===== config.mk =====
export PLATFORM = sky130hd
export DESIGN_NAME = multicycle_sequencer
export DESIGN_NICKNAME = d
export VERILOG_FILES = /design/src/rtl/seq_pkg.sv /design/src/rtl/seq_op_decode.sv /design/src/rtl/multicycle_sequencer.sv
export SDC_FILE = /design/constraint.sdc
export NUM_CORES = 1
export LEC_CHECK = 0
export CELL_PAD_IN_SITES_DETAIL_PLACEMENT = 1
export CELL_PAD_IN_SITES_GLOBAL_PLACEMENT = 1
export CORE_ASPECT_RATIO = 1.5
export CORE_MARGIN = 2
export CORE_UTILIZATION = 38
export CTS_BUF_LIST = sky130_fd_sc_hd__clkbuf_8
export DETAILED_ROUTE_END_ITERATION = 16
export PLACE_DENSITY_LB_ADDON = 0.1
export SYNTH_ARGS = -nofsm -noshare
export SYNTH_HDL_FRONTEND = slang
export SYNTH_SLANG_ARGS = --single-unit

===== constraint.sdc =====
create_clock -name clk -period 2.5 [get_ports clk]
set_input_delay 0.5 -clock clk [delete_from_list [all_inputs] [get_ports clk]]
set_output_delay 0.5 -clock clk [all_outputs]
set_load 0.05 [all_outputs]

===== src/rtl/seq_pkg.sv =====
// ---------------------------------------------------------------------------
// seq_pkg
// Shared types and constants for the multi-cycle control sequencer:
//   - seq_state_e : sequencer FSM states
//   - OP_*        : 6-bit opcode encodings seen in the IR opcode field
//   - op_class_e  : opcode classes that steer the FSM
//   - retires_in_exec() : classes whose instruction completes in EXEC
// ---------------------------------------------------------------------------
package seq_pkg;

    typedef enum logic [2:0] {
        ST_IDLE,
        ST_FETCH,
        ST_DECODE,
        ST_EXEC,
        ST_MEM,
        ST_WB,
        ST_ERROR
    } seq_state_e;

    // ALU opcodes occupy 000000 up to and including OP_ALU_LAST.
    localparam logic [5:0] OP_ALU_LAST    = 6'b000100;
    localparam logic [5:0] OP_LOAD        = 6'b000101;
    localparam logic [5:0] OP_STORE       = 6'b000110;
    localparam logic [5:0] OP_B           = 6'b000111;
    localparam logic [5:0] OP_BL          = 6'b001000;
    localparam logic [5:0] OP_BCY         = 6'b001001;
    localparam logic [5:0] OP_BNCY        = 6'b001010;
    localparam logic [5:0] OP_BR          = 6'b001011;
    localparam logic [5:0] OP_BCOMP_FIRST = 6'b001100;
    localparam logic [5:0] OP_BCOMP_LAST  = 6'b001110;
    localparam logic [5:0] OP_ILLEGAL     = 6'b001111;

    typedef enum logic [3:0] {
        CLS_ALU,
        CLS_LOAD,
        CLS_STORE,
        CLS_B,
        CLS_BL,
        CLS_BCOND,
        CLS_BR,
        CLS_BCOMP,
        CLS_ILLEGAL
    } op_class_e;

    // Branches other than BL touch neither memory nor the register file, so
    // they update the PC and retire directly from EXEC.
    function automatic logic retires_in_exec(input op_class_e cls);
        return (cls == CLS_B) || (cls == CLS_BCOND) ||
               (cls == CLS_BR) || (cls == CLS_BCOMP);
    endfunction

endpackage


===== src/rtl/seq_op_decode.sv =====
// ---------------------------------------------------------------------------
// seq_op_decode
// Purely combinational mapping of the 6-bit IR opcode field to its class.
// Any opcode with a non-zero upper pair of bits, or the reserved 001111
// encoding, is classed ILLEGAL.
// Ports:
//   opcode_i   in  6  IR opcode field
//   op_class_o out    decoded opcode class (op_class_e)
// ---------------------------------------------------------------------------
module seq_op_decode
    import seq_pkg::*;
(
    input  logic [5:0] opcode_i,
    output op_class_e  op_class_o
);

    // NOTE: every combinational output gets a default before any branch so
    // no path leaves it unassigned, which would infer a latch.
    always_comb begin
        op_class_o = CLS_ILLEGAL;
        if (opcode_i[5:4] == 2'b00) begin
            if (opcode_i <= OP_ALU_LAST) begin
                op_class_o = CLS_ALU;
            end else if (opcode_i == OP_LOAD) begin
                op_class_o = CLS_LOAD;
            end else if (opcode_i == OP_STORE) begin
                op_class_o = CLS_STORE;
            end else if (opcode_i == OP_B) begin
                op_class_o = CLS_B;
            end else if (opcode_i == OP_BL) begin
                op_class_o = CLS_BL;
            end else if ((opcode_i == OP_BCY) || (opcode_i == OP_BNCY)) begin
                op_class_o = CLS_BCOND;
            end else if (opcode_i == OP_BR) begin
                op_class_o = CLS_BR;
            end else if ((opcode_i >= OP_BCOMP_FIRST) && (opcode_i <= OP_BCOMP_LAST)) begin
                op_class_o = CLS_BCOMP;
            end else if (opcode_i == OP_ILLEGAL) begin
                op_class_o = CLS_ILLEGAL;
            end
        end
    end

endmodule


===== src/rtl/multicycle_sequencer.sv =====
// ---------------------------------------------------------------------------
// multicycle_sequencer
// Multi-cycle control FSM stepping the RISC datapath through FETCH, DECODE,
// EXEC, MEM and WB over one shared instruction/data memory port. Owns every
// state-changing strobe, counts retired instructions and traps illegal
// opcodes in a sticky ERROR state that only reset leaves.
//
// Optional feature (compile-time macro SEQ_TIMEOUT_EN): memory-wait timeout.
// When defined, TIMEOUT_CYCLES consecutive cycles of memReq=1 with
// memReady=0 send the sequencer to ERROR. When undefined the sequencer waits
// forever and TIMEOUT_CYCLES has no effect.
//
// Ports:
//   clk         in   rising-edge clock
//   rst_n       in   asynchronous active-low reset
//   start       in   leave IDLE and begin fetching (ignored while busy)
//   stop        in   return to IDLE at the next instruction boundary
//   opcode      in   IR opcode field, valid from DECODE onward
//   memReady    in   memory completes the current request this cycle
//   memReq      out  memory request, held until memReady
//   memWe       out  current request is a store
//   memAddrSel  out  0 = PC address, 1 = ALU result address
//   irWrite     out  IR load pulse (FETCH cycle that sees memReady)
//   pcWrite     out  PC update pulse in the last state of an instruction
//   regWriteEn  out  register-file write pulse
//   busy        out  state is neither IDLE nor ERROR
//   error       out  sticky illegal-opcode / timeout flag
//   retired     out  retired-instruction count, wraps modulo 2^COUNT_W
// ---------------------------------------------------------------------------
module multicycle_sequencer
    import seq_pkg::*;
#(
    parameter int TIMEOUT_CYCLES = 255,
    parameter int COUNT_W        = 32
) (
    input  logic               clk,
    input  logic               rst_n,
    input  logic               start,
    input  logic               stop,
    input  logic [5:0]         opcode,
    input  logic               memReady,
    output logic               memReq,
    output logic               memWe,
    output logic               memAddrSel,
    output logic               irWrite,
    output logic               pcWrite,
    output logic               regWriteEn,
    output logic               busy,
    output logic               error,
    output logic [COUNT_W-1:0] retired
);

    seq_state_e         state_q, state_d;
    logic [COUNT_W-1:0] retired_q, retired_d;
    op_class_e          op_class;
    logic               retire;

    seq_op_decode u_op_decode (
        .opcode_i   (opcode),
        .op_class_o (op_class)
    );

`ifdef SEQ_TIMEOUT_EN
    localparam int                WAIT_W    = $clog2(TIMEOUT_CYCLES + 1);
    // Value held during the last tolerated wait cycle.
    localparam logic [WAIT_W-1:0] WAIT_LAST = WAIT_W'(TIMEOUT_CYCLES - 1);

    logic [WAIT_W-1:0] wait_q, wait_d;
`else
    // The limit only matters with the timeout built in; this keeps the
    // parameter referenced without creating any hardware.
    logic unused_timeout_cfg;
    assign unused_timeout_cfg = ^TIMEOUT_CYCLES;
`endif

    // Next-state and strobe decode. Everything is Moore from state_q except
    // the memReady-qualified completions (irWrite in FETCH, STORE retiring
    // in MEM), which complete in the same cycle the memory answers.
    always_comb begin
        state_d    = state_q;
        memReq     = 1'b0;
        memWe      = 1'b0;
        memAddrSel = 1'b0;
        irWrite    = 1'b0;
        pcWrite    = 1'b0;
        regWriteEn = 1'b0;
        retire     = 1'b0;

        unique case (state_q)
            ST_IDLE: begin
                // start wins over a simultaneous stop here.
                if (start) begin
                    state_d = ST_FETCH;
                end
            end

            ST_FETCH: begin
                memReq = 1'b1;
                if (memReady) begin
                    irWrite = 1'b1;
                    state_d = ST_DECODE;
                end
            end

            ST_DECODE: begin
                state_d = (op_class == CLS_ILLEGAL) ? ST_ERROR : ST_EXEC;
            end

            ST_EXEC: begin
                if ((op_class == CLS_LOAD) || (op_class == CLS_STORE)) begin
                    state_d = ST_MEM;
                end else if ((op_class == CLS_ALU) || (op_class == CLS_BL)) begin
                    state_d = ST_WB;
                end else if (retires_in_exec(op_class)) begin
                    retire = 1'b1;
                end else begin
                    // Unreachable while the IR is stable; fail safe anyway.
                    state_d = ST_ERROR;
                end
            end

            ST_MEM: begin
                memReq     = 1'b1;
                memAddrSel = 1'b1;
                memWe      = (op_class == CLS_STORE);
                if (memReady) begin
                    if (op_class == CLS_STORE) begin
                        retire = 1'b1;
                    end else begin
                        state_d = ST_WB;
                    end
                end
            end

            ST_WB: begin
                regWriteEn = 1'b1;
                retire     = 1'b1;
            end

            ST_ERROR: begin
                state_d = ST_ERROR;
            end

            default: begin
                state_d = ST_ERROR;
            end
        endcase

        // Instruction boundary: the only place stop is honoured.
        if (retire) begin
            pcWrite = 1'b1;
            state_d = stop ? ST_IDLE : ST_FETCH;
        end

`ifdef SEQ_TIMEOUT_EN
        // Counter is zero on every entry to FETCH/MEM because it clears in
        // any cycle that is not an unanswered request.
        wait_d = '0;
        if (memReq && !memReady) begin
            if (wait_q == WAIT_LAST) begin
                state_d = ST_ERROR;
            end else begin
                wait_d = wait_q + 1'b1;
            end
        end
`endif
    end

    // Natural wrap of the adder gives modulo 2^COUNT_W counting.
    assign retired_d = retire ? retired_q + 1'b1 : retired_q;

    // NOTE: state registers use non-blocking assignments so every flop samples
    // the pre-edge values regardless of process ordering.
    always_ff @(posedge clk or negedge rst_n) begin
        if (!rst_n) begin
            state_q   <= ST_IDLE;
            retired_q <= '0;
        end else begin
            state_q   <= state_d;
            retired_q <= retired_d;
        end
    end

`ifdef SEQ_TIMEOUT_EN
    always_ff @(posedge clk or negedge rst_n) begin
        if (!rst_n) begin
            wait_q <= '0;
        end else begin
            wait_q <= wait_d;
        end
    end
`endif

    assign busy    = (state_q != ST_IDLE) && (state_q != ST_ERROR);
    assign error   = (state_q == ST_ERROR);
    assign retired = retired_q;

endmodule

Word-level counts from Yosys, hierarchy flattened --
Cells that the tools add are included.
Storage, ports and cells: register bits after elaboration 35, input port bits 11, output and inout port bits 40, word-level logic and storage cells 81
Cells by class: add/subtract/negate cells 1, $lt $le $gt $ge 3, eq/ne operators 28, muxes and demuxes 33, reductions and logical operators 14
Operator list (count):
- $mux 4 | 9
- $add 32x1->32 const B | 1
- $mux 3 | 9
- $eq 6x4->1 const B | 4
- $eq 6x3->1 const B | 3
- $pmux 3 s6 | 1
- $eq 4x3->1 const B | 4
- $ne 3x3->1 const B | 5
- $mux 1 | 13
- $eq 3x3->1 const B | 3
- $eq 4x2->1 const B | 2
- $eq 3x2->1 const B | 2
- $ge 6x4->1 const B | 1
- $le 6x3->1 const B | 1
- $le 6x4->1 const B | 1
- $logic_or 1x1->1 | 6
- $reduce_and 6->1 | 1
- $ne 5x5->1 const B | 1
- $eq 4x1->1 const B | 1
- $eq 4x4->1 const B | 1
- $logic_not 4->1 | 1
- $eq 3x1->1 const B | 1
- $logic_not 3->1 | 1
- $pmux 1 s3 | 1
- 5 further kinds | 6

Logic depth before layout (Yosys ltp) --
Gate-level depths: netlist (run 1).
depth after elaboration 21, depth in mapped cells 8, mapped depth without buffers 6

By module --
A second synthesis (run 1) with hierarchy kept.
Second synthesis, totals: cells, all modules 193, area total of the unflattened synthesis 1903.1 sq um
Modules (own cells, without submodules):
- multicycle_sequencer | instances 1, cells an instance 179, area an instance 1821.7 sq um, sequential area each 875.8 sq um
- seq_op_decode | instances 1, cells an instance 14, area an instance 81.3 sq um, sequential area each 0.0 sq um

Worst setup path after synthesis (run 1) --
OpenSTA, ideal clock, no wires.
path type register -> output, from reg state_q[1], to out memWe, data arrival time 2393 ps, required time 2000 ps, setup slack -393 ps, stages on the path, launching flop included 4, path buffers 1, cell sequence dfrtp_1 > clkbuf_1 > nor3_1 > and4_1
On the way: word-level cells in the longest chain between the ends 2
Ends and longest elaborated chain:
- start, declared | line multicycle_sequencer.sv:53 | seq_state_e state_q, state_d;
- start signal, assigned | line multicycle_sequencer.sv:179 | state_q <= state_d;
- $eq 3x3->1 | line multicycle_sequencer.sv:89 | unique case (state_q)
- $mux 1 | line multicycle_sequencer.sv:89
- end, declared | line multicycle_sequencer.sv:43 | output logic memWe,
No other way between the ends.

Worst setup path after layout (run 1) --
from in opcode[1], to out pcWrite
On the way: word-level cells in the longest chain between the ends 20, elaborated cells between the ends (all ways) 41, classes of those cells order compare: 3; eq/ne: 14; mux: 16; reduce/logical: 8
Ends and longest elaborated chain:
- start, declared | line multicycle_sequencer.sv:40 | input logic [5:0] opcode,
- $ge 6x4->1 or $le 6x4->1 (tied branches) | line seq_op_decode.sv:36 | end else if ((opcode_i >= OP_BCOMP_FIRST) && (opcode_i <= OP_BCOMP_LAST)) begin
- $logic_and 1x1->1 | line seq_op_decode.sv:36
- $mux 4 | line seq_op_decode.sv:36
- $mux 4 | line seq_op_decode.sv:34 | end else if (opcode_i == OP_BR) begin
- $mux 4 | line seq_op_decode.sv:32 | end else if ((opcode_i == OP_BCY) || (opcode_i == OP_BNCY)) begin
- $mux 4 | line seq_op_decode.sv:30 | end else if (opcode_i == OP_BL) begin
- $mux 4 | line seq_op_decode.sv:28 | end else if (opcode_i == OP_B) begin
- $mux 4 | line seq_op_decode.sv:26 | end else if (opcode_i == OP_STORE) begin
- [3 not listed]
- $eq 4x2->1 or $eq 4x3->1 (tied branches) | line seq_pkg.sv:49 | return (cls == CLS_B) || (cls == CLS_BCOND) ||
- $logic_or 1x1->1 (2 in series) | line seq_pkg.sv:49
- $logic_or 1x1->1 | line seq_pkg.sv:50 | (cls == CLS_BR) || (cls == CLS_BCOMP);
- $mux 1 | line multicycle_sequencer.sv:114 | end else if (retires_in_exec(op_class)) begin
- $mux 1 | line multicycle_sequencer.sv:112 | end else if ((op_class == CLS_ALU) || (op_class == CLS_BL)) begin
- $mux 1 | line multicycle_sequencer.sv:110 | if ((op_class == CLS_LOAD) || (op_class == CLS_STORE)) begin
- $pmux 1 s3 (*) | line multicycle_sequencer.sv:89
- $mux 1 (*) | line multicycle_sequencer.sv:150 | if (retire) begin
- end, declared | line multicycle_sequencer.sv:46 | output logic pcWrite,
Mark *: on every way between the ends. The rest lies on a longest branch, timed or not.

==> results_dict.tcl, run 1 <==
set metrics [dict create \
    dp_cells 302 \
    drt_iter0_markers 90 \
    hold_path_class "flop to flop" \
    htree_levels 2 \
    hold_violations 0 \
    portBuffers 50 \
    cts_tree "built" \
    n_fill_cell 551 \
    hpwl_um 3890 \
    drc 0 \
    fin_crit_sh_pct 97.3 \
    num_antenna_cells 0 \
    synth_ff_type "dfrtp_1" \
    synthArstFlopShare_pct 100 \
    insertion_delay_ns 0.29 \
    max-slew-margin-rel_pct 65.6 \
    routedWlPerCell_um 16.4 \
    grt_setup_unrepaired "false" \
    peakVddDrop_v 0.000348 \
    cap_violations 0 \
    fin_nets 257 \
    io-pin-count 51 \
    powerDensity_nw_per_um2 890 \
    holdBufCountCts 0 \
    numCtsBuffers 5 \
    core_area_um2 4770 \
    power.internal_mw 1.39 \
    place_congestion 0.801 \
    fmax_mhz 411 \
    dieArea_um2 5460 \
    seqPwrFrac_pct 31.3 \
    cts_sinks 35 \
    ys_top_cells_by_area "dfrtp_1, xor2_1, xnor2_1" \
    power_leakage_nw 1.21 \
    clk_path_buf_depth 2 \
    multiInputGateArea_um2 906 \
    utilization_pct 55.5 \
    final_layout_size_suffix_gt1_share_pct 14.2 \
    synth_seq_area_share_pct 47.3 \
    share_comb_of_total_power_pct 42.5 \
    start_util_pct 38.8 \
    synth_edf_count 0 \
    crit_type "primary input to output port" \
    yosys_register_bits 35 \
    grt_overflow 0 \
    grtUsageTotal_pct 20.7 \
    setup_violations 0 \
    period_minus_slack_ns 2.43 \
    switching_share_pct 41.0 \
    grt_pass1_wl_um 8220 \
    grt_max_degree 36 \
    num_rows 31 \
    syn_area_per_cell_um2 10.1 \
    holdWs_ns 0.481 \
    die_h_um 89.5 \
    critPathRequiredTime_ns 2.00 \
    die_w_um 61.0 \
    cts.clk_slew.worst_paths_ns 0.08 \
    yosysTopAreaCellShare_pct 47.3 \
    worst_setup_path_end_kind "output port" \
    cp-start-kind "primary input" \
    synth_area_um2 1850 \
    synthTopCellsByCount "dfrtp_1, xor2_1, xnor2_1" \
    syn_nets 195 \
    worstPathMaxFanout 5 \
    finalNonFillerCells 312 \
    final_area_um2 2650 \
    final-seq-area_um2 876 \
    synthCells 183 \
    tightest_slew_ns 0.514 \
    drt-total-wl_um 5120 \
    placed_area_um2 2500 \
    slew_viol_final 0 \
    p_clk_share_pct 26.1 \
    finalSetupTns_ns 0 \
    post-synth-top-count-cell "dfrtp_1" \
    dr.pass1.iters 4 \
    ys_types 35 \
    syn2layout_area_growth_pct 43.1 \
    power_switching_mw 0.966 \
    synth_top_area_cell "dfrtp_1" \
    first_global_vias 1784 \
    status "finished clean" \
    vias 1644 \
    clock_skew_ns 0.00656 \
    yosys_warnings 0 \
    antenna_found_initial 0 \
    cts.root.buffer_cell "clkbuf_8" \
    drtAntennaViolNets 0 \
    viasPerCell 5.27 \
    critical_path_arrival_ns 1.93 \
]
==> power groups by stage <==
stage	combinational, mW	clock (mW)	sequential [mW]
after floorplan	0.578	0	0.817
after global placement	0.974	0	0.744
after detailed placement	1.01	0	0.753
after CTS	1.00	0.627	0.741
after global routing	1.07	0.646	0.756
final	1.00	0.616	0.739
==> cell families (layout without fill, tap and decap cells) <==
family / count (synthesis) / after routing / synth area share (%)
buffers and inverters: 15 / 78 / 4.05
XOR/XNOR: 32 / 32 / 15.1
adder cells (fa/ha/maj): 1 / 1 / 0.676
flip-flops: 35 / 35 / 47.3
AND/OR/NAND/NOR: 83 / 83 / 26.7
AO/OA/AOI/OAI: 17 / 17 / 6.15
==> cells in the final DEF, fill, tap and decap left out, types with 2 or more instances in the layout <==
cell and instances:
nor4b_2 2, nor4_1 6, nand4_1 10, nor2b_1 2, a21oi_1 4, and3_1 5
and2_1 2, dlygate4sd2_1 3, inv_1 7, buf_4 13, nand2b_1 2, clkdlybuf4s50_1 41
nand3_1 7, nor3_1 10, o21ai_0 5, buf_12 3, and2b_2 2, nor2_1 10
o21ai_1 2, xor2_1 17, dlymetal6s2s_1 2, bufinv_16 2, dfrtp_1 35, nand2_1 13
a211oi_1 2, xnor2_1 15, clkbuf_8 5, and4_1 4
==> worst max-delay path, stage by stage <==
cell and delay [ns]:
clkdlybuf4s50_1 0.56, and4_1 0.31, nor2_4 0.05, a32oi_2 0.26, inv_2 0.09, buf_12 0.15
==> layer usage <==
metal	wire [um]	GRT usage, %	up-vias
li1	-	-	766
met1	1970	22.4	820
met2	2860	36.8	44
met3	146	3.18	14
met4	155	12.3	0
met5	0	0	-
==> cell type report <==
type,count,area share [%]
clock buffer,5,2.60
clock inverter,3,2.55
inverter,8,1.13
multi-input combinational,133,34.2
sequential,35,33.1
tap,66,3.12
timing repair buffer,62,23.4
==> path summary, 6_finish.rpt <==
check,endpoint,slack [ns],from,depth (start not counted)
worst max-delay path,pcWrite,0.07,opcode[1],6
worst min-delay path,retired[31]$_DFFE_PN0P_,0.48,retired[31]$_DFFE_PN0P_,1
worst max register to register,retired[27]$_DFFE_PN0P_,0.17,state_q[0]$_DFFE_PN0P_,7
worst min register to register,retired[31]$_DFFE_PN0P_,0.48,retired[31]$_DFFE_PN0P_,1
max in group asynchronous,retired[31]$_DFFE_PN0P_,1.56,rst_n,2
min in group asynchronous,retired[10]$_DFFE_PN0P_,0.62,rst_n,2
==> flip-flops by register name (all words and copies together), names as in the netlist <==
signal,count
retired,32
state_q,3
==> timing repair <==
item                                    CTS  global route
gates resized for setup                   4             4
endpoints found under the setup margin    4             1
pin swaps                                 1             3
buffers inserted                          1             1
==> stage by stage <==
stage | setup slack, ns | power, mW
global route | 0.00747 | 2.47
floorplan | 0.0840 | 1.40
finish | 0.0669 | 2.36
global placement | -0.0226 | 1.72
CTS | 0.0123 | 2.37
detailed placement | -0.139 | 1.76
No activity file was read; power rests on OpenSTA's default activity.
==> inputs of run 2 (changes only) <==
--- a/config.mk
+++ b/config.mk
@@ -5,11 +5,12 @@
 export SDC_FILE = /design/constraint.sdc
 export NUM_CORES = 1
 export LEC_CHECK = 0
+export ABC_AREA = 1
 export CELL_PAD_IN_SITES_DETAIL_PLACEMENT = 1
 export CELL_PAD_IN_SITES_GLOBAL_PLACEMENT = 1
 export CORE_ASPECT_RATIO = 1.5
 export CORE_MARGIN = 2
-export CORE_UTILIZATION = 38
+export CORE_UTILIZATION = 37
 export CTS_BUF_LIST = sky130_fd_sc_hd__clkbuf_8
 export DETAILED_ROUTE_END_ITERATION = 16
 export PLACE_DENSITY_LB_ADDON = 0.1
==> results_dict.tcl, run 2 <==
set metrics [dict create \
    cap_violations 0 \
    power_switching_mw 1.45 \
    hold_path_class "flop to flop" \
    yosys_warnings 0 \
    grt_overflow 0 \
    seqPwrFrac_pct 30.1 \
    ys_top_cells_by_area "dfrtp_1, nand2_1, xor2_1" \
    tightest_slew_ns 0.678 \
    cts_setup_buffers 0 \
    num_antenna_cells 0 \
    dr.pass1.iters 4 \
    status "finished clean" \
    period_minus_slack_ns 2.40 \
    final_area_um2 3130 \
    ys_types 27 \
    finalSetupTns_ns 0 \
    core_area_um2 6400 \
    yosysTopAreaCellShare_pct 36.4 \
    holdPathStages 2 \
    synth_seq_area_share_pct 36.4 \
    crit_family "buffers and inverters" \
    drc 0 \
    holdWs_ns 0.529 \
    cts.root.buffer_cell "clkbuf_8" \
    switching_share_pct 50.7 \
    syn_area_per_cell_um2 6.65 \
    htree_levels 2 \
    routedWlPerCell_um 15.1 \
    power.internal_mw 1.41 \
    num_rows 36 \
    synth_ff_type "dfrtp_1" \
    die_h_um 103 \
    max-slew-margin-rel_pct 54.5 \
    fmax_mhz 417 \
    path_buf_inv 3 \
    syn2layout_area_growth_pct 29.8 \
    reg2regPathDepth 9 \
    cp.depth 8 \
    power_leakage_nw 1.39 \
    crit_top_cell "nor2_1" \
    mostFrequentLayoutCells "nand2_1, clkdlybuf4s50_1, nor2_1, dfrtp_1, inv_1" \
    setup_violations 0 \
    post-synth-top-count-cell "nand2_1" \
    cp-start-kind "primary input" \
    dp_cells 486 \
    critical_path_arrival_ns 1.90 \
    grt_pass1_wl_um 12700 \
    drtAntennaViolNets 0 \
    dieArea_um2 7180 \
    io-pin-count 51 \
    placed_area_um2 3020 \
    synthArstFlopShare_pct 100 \
    critPathRequiredTime_ns 2.00 \
    numCtsBuffers 5 \
    slowest_stage "clkdlybuf4s50_1" \
    drt_iter0_markers 42 \
    powerDensity_nw_per_um2 915 \
    fin_crit_sh_pct 95.8 \
    antenna_found_initial 0 \
    worst_setup_path_end_kind "output port" \
    slowest_delay_ns 0.54 \
    crit_chain "clkdlybuf4s50_1 > inv_1 > nor2_1 > nand3_1 > nor2_1 > a21oi_2 > nand2_4 > buf_12" \
    largest_register_ffs 32 \
    hold_violations 0 \
    clock_skew_ns 0.00292 \
    first_global_vias 2641 \
    clk_path_buf_depth 2 \
    grt_max_degree 38 \
    share_comb_of_total_power_pct 53.8 \
    place_congestion 0.891 \
    final_layout_size_suffix_gt1_share_pct 8.37 \
    synth_edf_count 0 \
    p_clk_share_pct 16.1 \
    multiInputGateArea_um2 1350 \
    grt_setup_unrepaired "false" \
    vias 2502 \
    synthCells 362 \
    hpwl_um 5930 \
    cts_tree "built" \
    crit_type "primary input to output port" \
    synth_area_um2 2410 \
    viasPerCell 5.06 \
    yosys_register_bits 35 \
    synthTopCellsByCount "nand2_1, nor2_1, dfrtp_1" \
    worstPathMaxFanout 4 \
    peakVddDrop_v 0.000701 \
    final-seq-area_um2 876 \
    cts.clk_slew.worst_paths_ns 0.07 \
    start_util_pct 37.7 \
    grtUsageTotal_pct 22.6 \
    syn_nets 374 \
    portBuffers 50 \
    cts_sinks 35 \
    slew_viol_final 0 \
    layout_commonest_cell "nand2_1" \
    fin_nets 429 \
    synth_top_area_cell "dfrtp_1" \
    die_w_um 69.9 \
    insertion_delay_ns 0.30 \
    n_fill_cell 843 \
    finalNonFillerCells 494 \
    utilization_pct 48.9 \
    drt-total-wl_um 7450 \
]
-- run 2: changes by cell type after synthesis, moves of 5 or more --
cell     before  now
nand2_1      13  136
nand3_1       7   22
inv_1         8   33
inv_2         0    5
o21ai_0       7    1
nor2_1       10   40
nor3_1       11   20
nor4_1        6    0
xnor2_1      15    4
o21ai_1       0   15
and3_1        5    0
-- run 2: layout make-up --
class / count / share of cell area, %
inverters: 38 / 4.56
repair buffers: 54 / 17.9
clock buffers: 7 / 3.08
well taps: 76 / 3.04
multi-input cells: 283 / 43.2
clock inverters: 1 / 0.120
flip-flops and latches: 35 / 28.0
-- run 2: path summary, 6_finish.rpt --
kind	startpoint	endpoint	slack (ns)
max in group asynchronous	rst_n	retired[31]$_DFFE_PN0P_	1.56
hold reg to reg	retired[3]$_DFFE_PN0P_	retired[3]$_DFFE_PN0P_	0.53
hold / removal	retired[3]$_DFFE_PN0P_	retired[3]$_DFFE_PN0P_	0.53
setup / recovery	opcode[1]	pcWrite	0.10
setup reg to reg	retired[8]$_DFFE_PN0P_	retired[27]$_DFFE_PN0P_	0.59
min in group asynchronous	rst_n	retired[0]$_DFFE_PN0P_	0.61
-- run 2: routing by layer --
layer / up-vias / GRT usage [%] / wire length, um / part of all wire [%]
met1: 1197 / 25.4 / 3060 / 41
met2: 44 / 41.8 / 3930 / 53
met5: - / 0 / 0 / 0
met4: 0 / 10.7 / 254 / 3.4
li1: 1246 / - / - / -
met3: 15 / 3.71 / 213 / 2.9
-- run 2: repair_timing --
| action | in CTS | in global routing |
|---|---|---|
| setup endpoints to repair | 0 | 1 |
| hold buffers | 0 | 0 |
| resized for setup | 0 | 4 |
-- run 2: metrics by stage --
step / worst slack [ns] / power (mW)
6_report: 0.104 / 2.86
3_5_place_dp: 0.0697 / 2.42
5_1_grt: 0.0159 / 3.04
3_3_place_gp: 0.125 / 2.39
2_1_floorplan: 0.423 / 1.91
4_1_cts: 0.0784 / 2.90
-- run 2: worst min-delay path, cell delays in order (launching register included) --
cell	delay, ns
dfrtp_1	0.39
nand2_1	0.06
nand2_1	0.05
-- run 2: kinds of logic after synthesis --
family                   share of synthesized area [%]
AND/OR/NAND/NOR                                   42.5
buffers and inverters                             7.84
flip-flops                                        36.4
XOR/XNOR                                          8.00
AO/OA/AOI/OAI                                     4.73
adder cells (fa/ha/maj)                          0.519
-- run 2: power by group through the flow --
stage	Clock, mW	Sequential [mW]	Combinational [mW]
floorplan	0	1.17	0.745
global placement	0	0.868	1.52
global route	0.498	0.886	1.66
detailed placement	0	0.870	1.55
CTS	0.475	0.862	1.56
finish	0.461	0.861	1.54
